**config.mk**
```make
export PLATFORM = sky130hd
export DESIGN_NAME = mult_div_unit
export DESIGN_NICKNAME = d
export VERILOG_FILES = /design/src/rtl/mult_div_unit.sv
export SDC_FILE = /design/constraint.sdc
export NUM_CORES = 1
export LEC_CHECK = 0
export CAP_MARGIN = 20
export CORE_MARGIN = 4
export CORE_UTILIZATION = 55
export DETAILED_ROUTE_END_ITERATION = 10
export GPL_ROUTABILITY_DRIVEN = 0
export GPL_TIMING_DRIVEN = 0
export PLACE_DENSITY = 0.76
export SLEW_MARGIN = 20
export SYNTH_ARGS = -nofsm -noshare
export SYNTH_HDL_FRONTEND = slang
export SYNTH_SLANG_ARGS = --single-unit
export TNS_END_PERCENT = 100
```
**constraint.sdc**
```tcl
create_clock -name i_clk -period 4.45 [get_ports i_clk]
set_clock_uncertainty 0.15 [all_clocks]
set_input_delay 0.89 -clock i_clk [delete_from_list [all_inputs] [get_ports i_clk]]
set_output_delay 0.89 -clock i_clk [all_outputs]
set_load 0.02 [all_outputs]
```
**src/rtl/mult_div_unit.sv**
```systemverilog
// Iterative multiply/divide unit: MULT, MULTU, DIV, DIVU into HI/LO over DATA_SIZE+2 cycles.
// Optional feature macro MDU_MTHILO_EN adds idle-time HI/LO write ports (MTHI/MTLO path).
module mult_div_unit #(
    parameter int DATA_SIZE   = 32,
    parameter int MDU_OP_SIZE = 2
) (
    input  logic                   i_clk,
    input  logic                   i_reset,
    input  logic                   i_start,
    input  logic [MDU_OP_SIZE-1:0] i_op,
    input  logic [DATA_SIZE-1:0]   i_A,
    input  logic [DATA_SIZE-1:0]   i_B,
`ifdef MDU_MTHILO_EN
    input  logic                   i_hi_we,
    input  logic                   i_lo_we,
    input  logic [DATA_SIZE-1:0]   i_wdata,
`endif
    output logic                   o_busy,
    output logic                   o_done,
    output logic [DATA_SIZE-1:0]   o_hi,
    output logic [DATA_SIZE-1:0]   o_lo,
    output logic [1:0]             o_dbg_state
);
    localparam int N  = DATA_SIZE;
    localparam int CW = $clog2(DATA_SIZE + 1);
    localparam logic [MDU_OP_SIZE-1:0] OP_MULT = MDU_OP_SIZE'(0);
    localparam logic [MDU_OP_SIZE-1:0] OP_DIV  = MDU_OP_SIZE'(2);
    localparam logic [MDU_OP_SIZE-1:0] OP_DIVU = MDU_OP_SIZE'(3);

    typedef enum logic [1:0] {
        S_IDLE   = 2'd0,
        S_RUN    = 2'd1,
        S_FINISH = 2'd2
    } state_t;

    // Handshake: i_start is taken only in S_IDLE; o_busy is high from the edge after
    // acceptance until the edge that raises the one-cycle o_done and updates HI/LO.
    state_t          r_state;
    logic [CW-1:0]   r_count;
    logic [2*N-1:0]  r_acc;
    logic [N-1:0]    r_operand;
    logic [N-1:0]    r_a_orig;
    logic            r_is_div;
    logic            r_sign_a;
    logic            r_sign_b;
    logic            r_busy;
    logic            r_done;
    logic [N-1:0]    r_hi;
    logic [N-1:0]    r_lo;

    logic            w_start_signed;
    logic            w_start_div;
    logic            w_a_neg;
    logic            w_b_neg;
    logic [N-1:0]    w_a_mag;
    logic [N-1:0]    w_b_mag;
    logic [N:0]      w_mul_sum;
    logic [N:0]      w_div_shift;
    logic [N:0]      w_div_diff;
    logic            w_div_ok;
    logic            w_div_zero;
    logic [2*N-1:0]  w_prod;
    logic [N-1:0]    w_quo;
    logic [N-1:0]    w_rem;

    assign w_start_signed = (i_op == OP_MULT) || (i_op == OP_DIV);
    assign w_start_div    = (i_op == OP_DIV) || (i_op == OP_DIVU);
    assign w_a_neg        = w_start_signed & i_A[N-1];
    assign w_b_neg        = w_start_signed & i_B[N-1];
    assign w_a_mag        = w_a_neg ? -i_A : i_A;
    assign w_b_mag        = w_b_neg ? -i_B : i_B;

    // Multiply: r_acc = {partial product, remaining multiplier bits}, shifted right each cycle.
    assign w_mul_sum   = {1'b0, r_acc[2*N-1:N]} + (r_acc[0] ? {1'b0, r_operand} : '0);

    // Divide: r_acc = {partial remainder, dividend bits becoming quotient bits}, shifted left.
    assign w_div_shift = r_acc[2*N-1:N-1];
    assign w_div_diff  = w_div_shift - {1'b0, r_operand};
    assign w_div_ok    = ~w_div_diff[N];
    assign w_div_zero  = (r_operand == '0);

    assign w_prod = (r_sign_a ^ r_sign_b) ? -r_acc : r_acc;
    assign w_quo  = (r_sign_a ^ r_sign_b) ? -r_acc[N-1:0] : r_acc[N-1:0];
    assign w_rem  = r_sign_a ? -r_acc[2*N-1:N] : r_acc[2*N-1:N];

    always_ff @(posedge i_clk) begin
        if (i_reset) begin
            r_state   <= S_IDLE;
            r_count   <= '0;
            r_acc     <= '0;
            r_operand <= '0;
            r_a_orig  <= '0;
            r_is_div  <= 1'b0;
            r_sign_a  <= 1'b0;
            r_sign_b  <= 1'b0;
            r_busy    <= 1'b0;
            r_done    <= 1'b0;
            r_hi      <= '0;
            r_lo      <= '0;
        end else begin
            r_done <= 1'b0;
            case (r_state)
                S_IDLE: begin
`ifdef MDU_MTHILO_EN
                    if (i_hi_we) r_hi <= i_wdata;
                    if (i_lo_we) r_lo <= i_wdata;
`endif
                    if (i_start) begin
                        r_is_div  <= w_start_div;
                        r_sign_a  <= w_a_neg;
                        r_sign_b  <= w_b_neg;
                        r_a_orig  <= i_A;
                        r_acc     <= {{N{1'b0}}, (w_start_div ? w_a_mag : w_b_mag)};
                        r_operand <= w_start_div ? w_b_mag : w_a_mag;
                        r_count   <= CW'(DATA_SIZE);
                        r_busy    <= 1'b1;
                        r_state   <= S_RUN;
                    end
                end
                S_RUN: begin
                    if (r_is_div) begin
                        r_acc <= {(w_div_ok ? w_div_diff[N-1:0] : w_div_shift[N-1:0]),
                                  r_acc[N-2:0], w_div_ok};
                    end else begin
                        r_acc <= {w_mul_sum, r_acc[N-1:1]};
                    end
                    r_count <= r_count - 1'b1;
                    if (r_count == CW'(1)) r_state <= S_FINISH;
                end
                S_FINISH: begin
                    if (!r_is_div) begin
                        {r_hi, r_lo} <= w_prod;
                    end else if (w_div_zero) begin
                        r_hi <= r_a_orig;
                        r_lo <= '1;
                    end else begin
                        r_hi <= w_rem;
                        r_lo <= w_quo;
                    end
                    r_done  <= 1'b1;
                    r_busy  <= 1'b0;
                    r_state <= S_IDLE;
                end
                default: r_state <= S_IDLE;
            endcase
        end
    end

    assign o_busy      = r_busy;
    assign o_done      = r_done;
    assign o_hi        = r_hi;
    assign o_lo        = r_lo;
    assign o_dbg_state = r_state;
endmodule

```
==> summary.md <==
| Metric | Value |
|---|---|
| Status | `complete, no violations` |
| First-pass GRT wire length | `92100 um` |
| Critical path launch point type | `register` |
| Clk_lat worst skew | `0.53 ns` |
| Final setup violation count | `0` |
| Lkg Pwr | `6.96 nW` |
| Yosys reg bits | `205` |
| CORE AREA | `0.0288 mm2` |
| Overall power | `0.00623 W` |
| Drt initial violations | `2717` |
| CP Capture Type | `register` |
| Die X-Extent | `179 um` |
| Mux cell area share after synthesis | `4.42%` |
| Residual DRC | `0` |
| Synth warn | `0` |
| Least-Margin Pin Slew | `1.01 ns` |
| Top_reg_cell synth | `dfxtp_1` |
| Synth Instances | `2164` |
| Std cell rows | `62` |
| Reg2Reg Depth | `14` |
| WP data arrival | `4.40 ns` |
| Sequential fraction of the synthesis area | `25.6%` |
| Slowest-stage cell, CP | `dfxtp_1` |
| Async set-or-reset flop fraction in the synthesized netlist | `0%` |
| Max Fclk | `240 MHz` |
| Final Hold Viols | `0` |
| Synthesized area | `0.0161 mm2` |
| Initial antenna violation count | `1` |
| Most common cell after layout, fill and taps aside | `nand2_1` |
| Cts hold-fix bufs | `0` |
| ANT cells | `0` |
| Clk root buf | `clkbuf_16` |
| Initial core utilization | `55.8%` |
| H-tree depth | `1` |
| Reg2reg setup slack | `0.29 ns` |
| TritonCTS Sinks | `205` |
| # Max-Cap Violations | `0` |
| Post-synth EDFFs | `0` |
| HP Class | `reg2reg` |
| Crit path kind | `reg2reg` |
| Worst-path clk slew | `0.07 ns` |
| Vias per std cell | `6.52` |
| Crit path cell chain | `clkinv_2 -> clkbuf_1 -> nor2_1 -> ha_1 -> o211ai_1 -> a21oi_1 -> o21ai_1 -> o211ai_1 -> nand2_1 -> o21a_1 -> o211ai_1 -> a31o_2 -> a2111oi_0 -> a211oi_1` |
| RR Startpoint | `r_acc[0]` |
| CP max FO | `10` |
| Synth Area in Simple Gates | `20.3%` |
| IO Pins | `137` |
| CTS tree | `built` |
| Peak VDD IR | `0.317 mV` |
| Vias | `17771` |
| Post-Syn Area per Cell | `7.42 um2` |
| Synth Area in Compound Gates | `27.2%` |
| Layout area overhead | `16.6%` |
| Most frequent cells in the layout | `nand2_1, a21oi_1, nor2_1` |
| Final core occ | `65.0%` |
| Layout cells sized above 1 | `4.40%` |
| DRT Wirelength | `61600 um` |
| Main combinational cell family by area after synthesis | `compound AO/OA/AOI/OAI gates` |
| Final worst path period share | `93.5%` |
| Setup TNS | `0 ns` |
| Syn Nets | `2305` |
| Die Span Y | `179 um` |
| PwrDens | `333 mW/mm2` |
| Crit path time final | `4.16 ns` |
| CP endpoint | `r_acc[63]` |
| Vias in the first global route | `16233` |
| Worst R2R End | `r_acc[63]` |
| Rel. slew slack | `32.3%` |
| Largest net degree at the start of global routing | `14` |
| Final net count | `2466` |
| Crit path largest cell delay | `0.57 ns` |
| Critical Path Source | `r_acc[0]` |
| Cell mode on critical path | `o211ai_1` |
| Adder-cell area share of the yosys netlist | `5.70%` |
| Detailed Place HPWL | `48600 um` |
| Buffers on Ports | `136` |
| Distinct cells, synth | `83` |
| Overall Global Routing Usage | `36.8%` |
| First-pass detailed-route iteration total | `7` |
| Worst-case clock buffer depth | `3` |
| RSZ-0062 raised after global routing | `false` |
| CTS buffer count | `23` |
| Design area | `0.0187 mm2` |
| Post-DRT Antenna Nets | `0` |
| Die area | `0.0320 mm2` |
| WP data required | `4.69 ns` |
| Grt ovf | `0` |
| Pins over their slew limit | `0` |
| Cell area after placement | `0.0179 mm2` |
| Routed wire length per instance | `22.6 um` |
| Xor and xnor area share after synthesis | `11.1%` |
-- flip-flops by register name, indices dropped and copies added, names as in the netlist --
register,cells
o_busy,1
o_dbg_state,2
o_done,1
o_hi,32
o_lo,32
r_a_orig,32
r_acc,64
r_count,6
r_is_div,1
r_operand,32
r_sign_a,1
r_sign_b,1
-- synth_stat cells (9+ instances only) --
cell / instances / area [um2]
buf_1: 10 / 37.5
o211ai_1: 63 / 473
nor4_1: 20 / 125
inv_1: 74 / 278
nand2b_1: 22 / 138
buf_2: 12 / 60.1
ha_1: 70 / 876
mux2i_1: 63 / 631
o41ai_1: 9 / 78.8
nand2_1: 253 / 950
o21ai_0: 114 / 571
nand4_1: 9 / 56.3
a31oi_1: 17 / 106
nand3_1: 19 / 95.1
or4_1: 9 / 67.6
nor2_1: 223 / 837
a21oi_1: 237 / 1190
a211oi_1: 104 / 781
and2_1: 11 / 68.8
or3_1: 15 / 93.8
a21o_1: 23 / 173
nor3_1: 48 / 240
o31ai_1: 22 / 165
xnor2_1: 92 / 806
clkbuf_1: 137 / 514
o21a_1: 9 / 67.6
nor2b_1: 15 / 93.8
dfxtp_1: 205 / 4100
xor2_1: 112 / 981
-- worst min path at each step --
stage	startpoint	to	cells after the start
after floorplan	r_a_orig[17]	r_a_orig[17]	2
after global placement	o_hi[23]	o_hi[23]	2
after detailed placement	o_hi[24]	o_hi[24]	2
after CTS	o_hi[11]	o_hi[11]	2
after global routing	o_hi[18]	o_hi[18]	2
final	o_hi[14]	o_hi[14]	2
-- cell families (layout without fill, tap and decap cells) --
kind of cell / after synthesis / after routing
AO/OA/AOI/OAI: 683 / 683
XOR/XNOR: 204 / 204
adder cells (fa/ha/maj): 72 / 72
buffers and inverters: 237 / 414
flip-flops: 205 / 205
multiplexers: 70 / 70
AND/OR/NAND/NOR: 693 / 693
-- critical path: cells and delay by family (launching register included) --
kind,cells,cell delay [ns]
flip-flops,1,0.57
AND/OR/NAND/NOR,2,0.38
AO/OA/AOI/OAI,9,2.01
adder cells (fa/ha/maj),1,0.29
buffers and inverters,2,0.63
-- stage by stage --
| step | hold slack, ns | std cells | setup WS, ns |
|---|---|---|---|
| 6_report | 0.302 | 2725 | 0.290 |
| 4_1_cts | 0.304 | 2725 | 0.109 |
| 3_3_place_gp | 0.291 | 2684 | -0.135 |
| 5_1_grt | 0.322 | 2725 | 0.0501 |
| 2_1_floorplan | 0.283 | 2164 | 1.14 |
| 3_5_place_dp | 0.296 | 2684 | -0.202 |
-- layout make-up --
| type | instances | area, um2 |
|---|---|---|
| repair buffers | 136 | 1360 |
| clock inverters | 12 | 176 |
| multi-input cells | 1722 | 11100 |
| clock buffers | 29 | 618 |
| well taps | 384 | 480 |
| plain buffers | 162 | 632 |
| inverters | 75 | 283 |
| fillers | 2537 | 10100 |
| flip-flops and latches | 205 | 4100 |
-- routing by layer --
metal	up-vias	global-route usage (%)	wire (um)
met5	-	0	0
met4	0	19.5	4280
met3	294	7.15	8000
met2	1294	55.3	25500
met1	8113	49.8	23800
li1	8070	-	-
-- repair_timing --
action                     CTS  global route
buffers inserted             0             0
resized for setup            2             4
cloned                       0             0
setup endpoints to repair    4             3
-- power by group --
| part | switching, W | total, W | internal (W) | leakage, nW |
|---|---|---|---|---|
| registers | 0.000148 | 0.00209 | 0.00194 | 1.67 |
| clock network | 0.000822 | 0.00204 | 0.00122 | 0.384 |
| logic | 0.00133 | 0.00210 | 0.000772 | 4.90 |
| total | 0.00230 | 0.00623 | 0.00394 | 6.96 |
No activity file was read; power rests on OpenSTA's default activity.
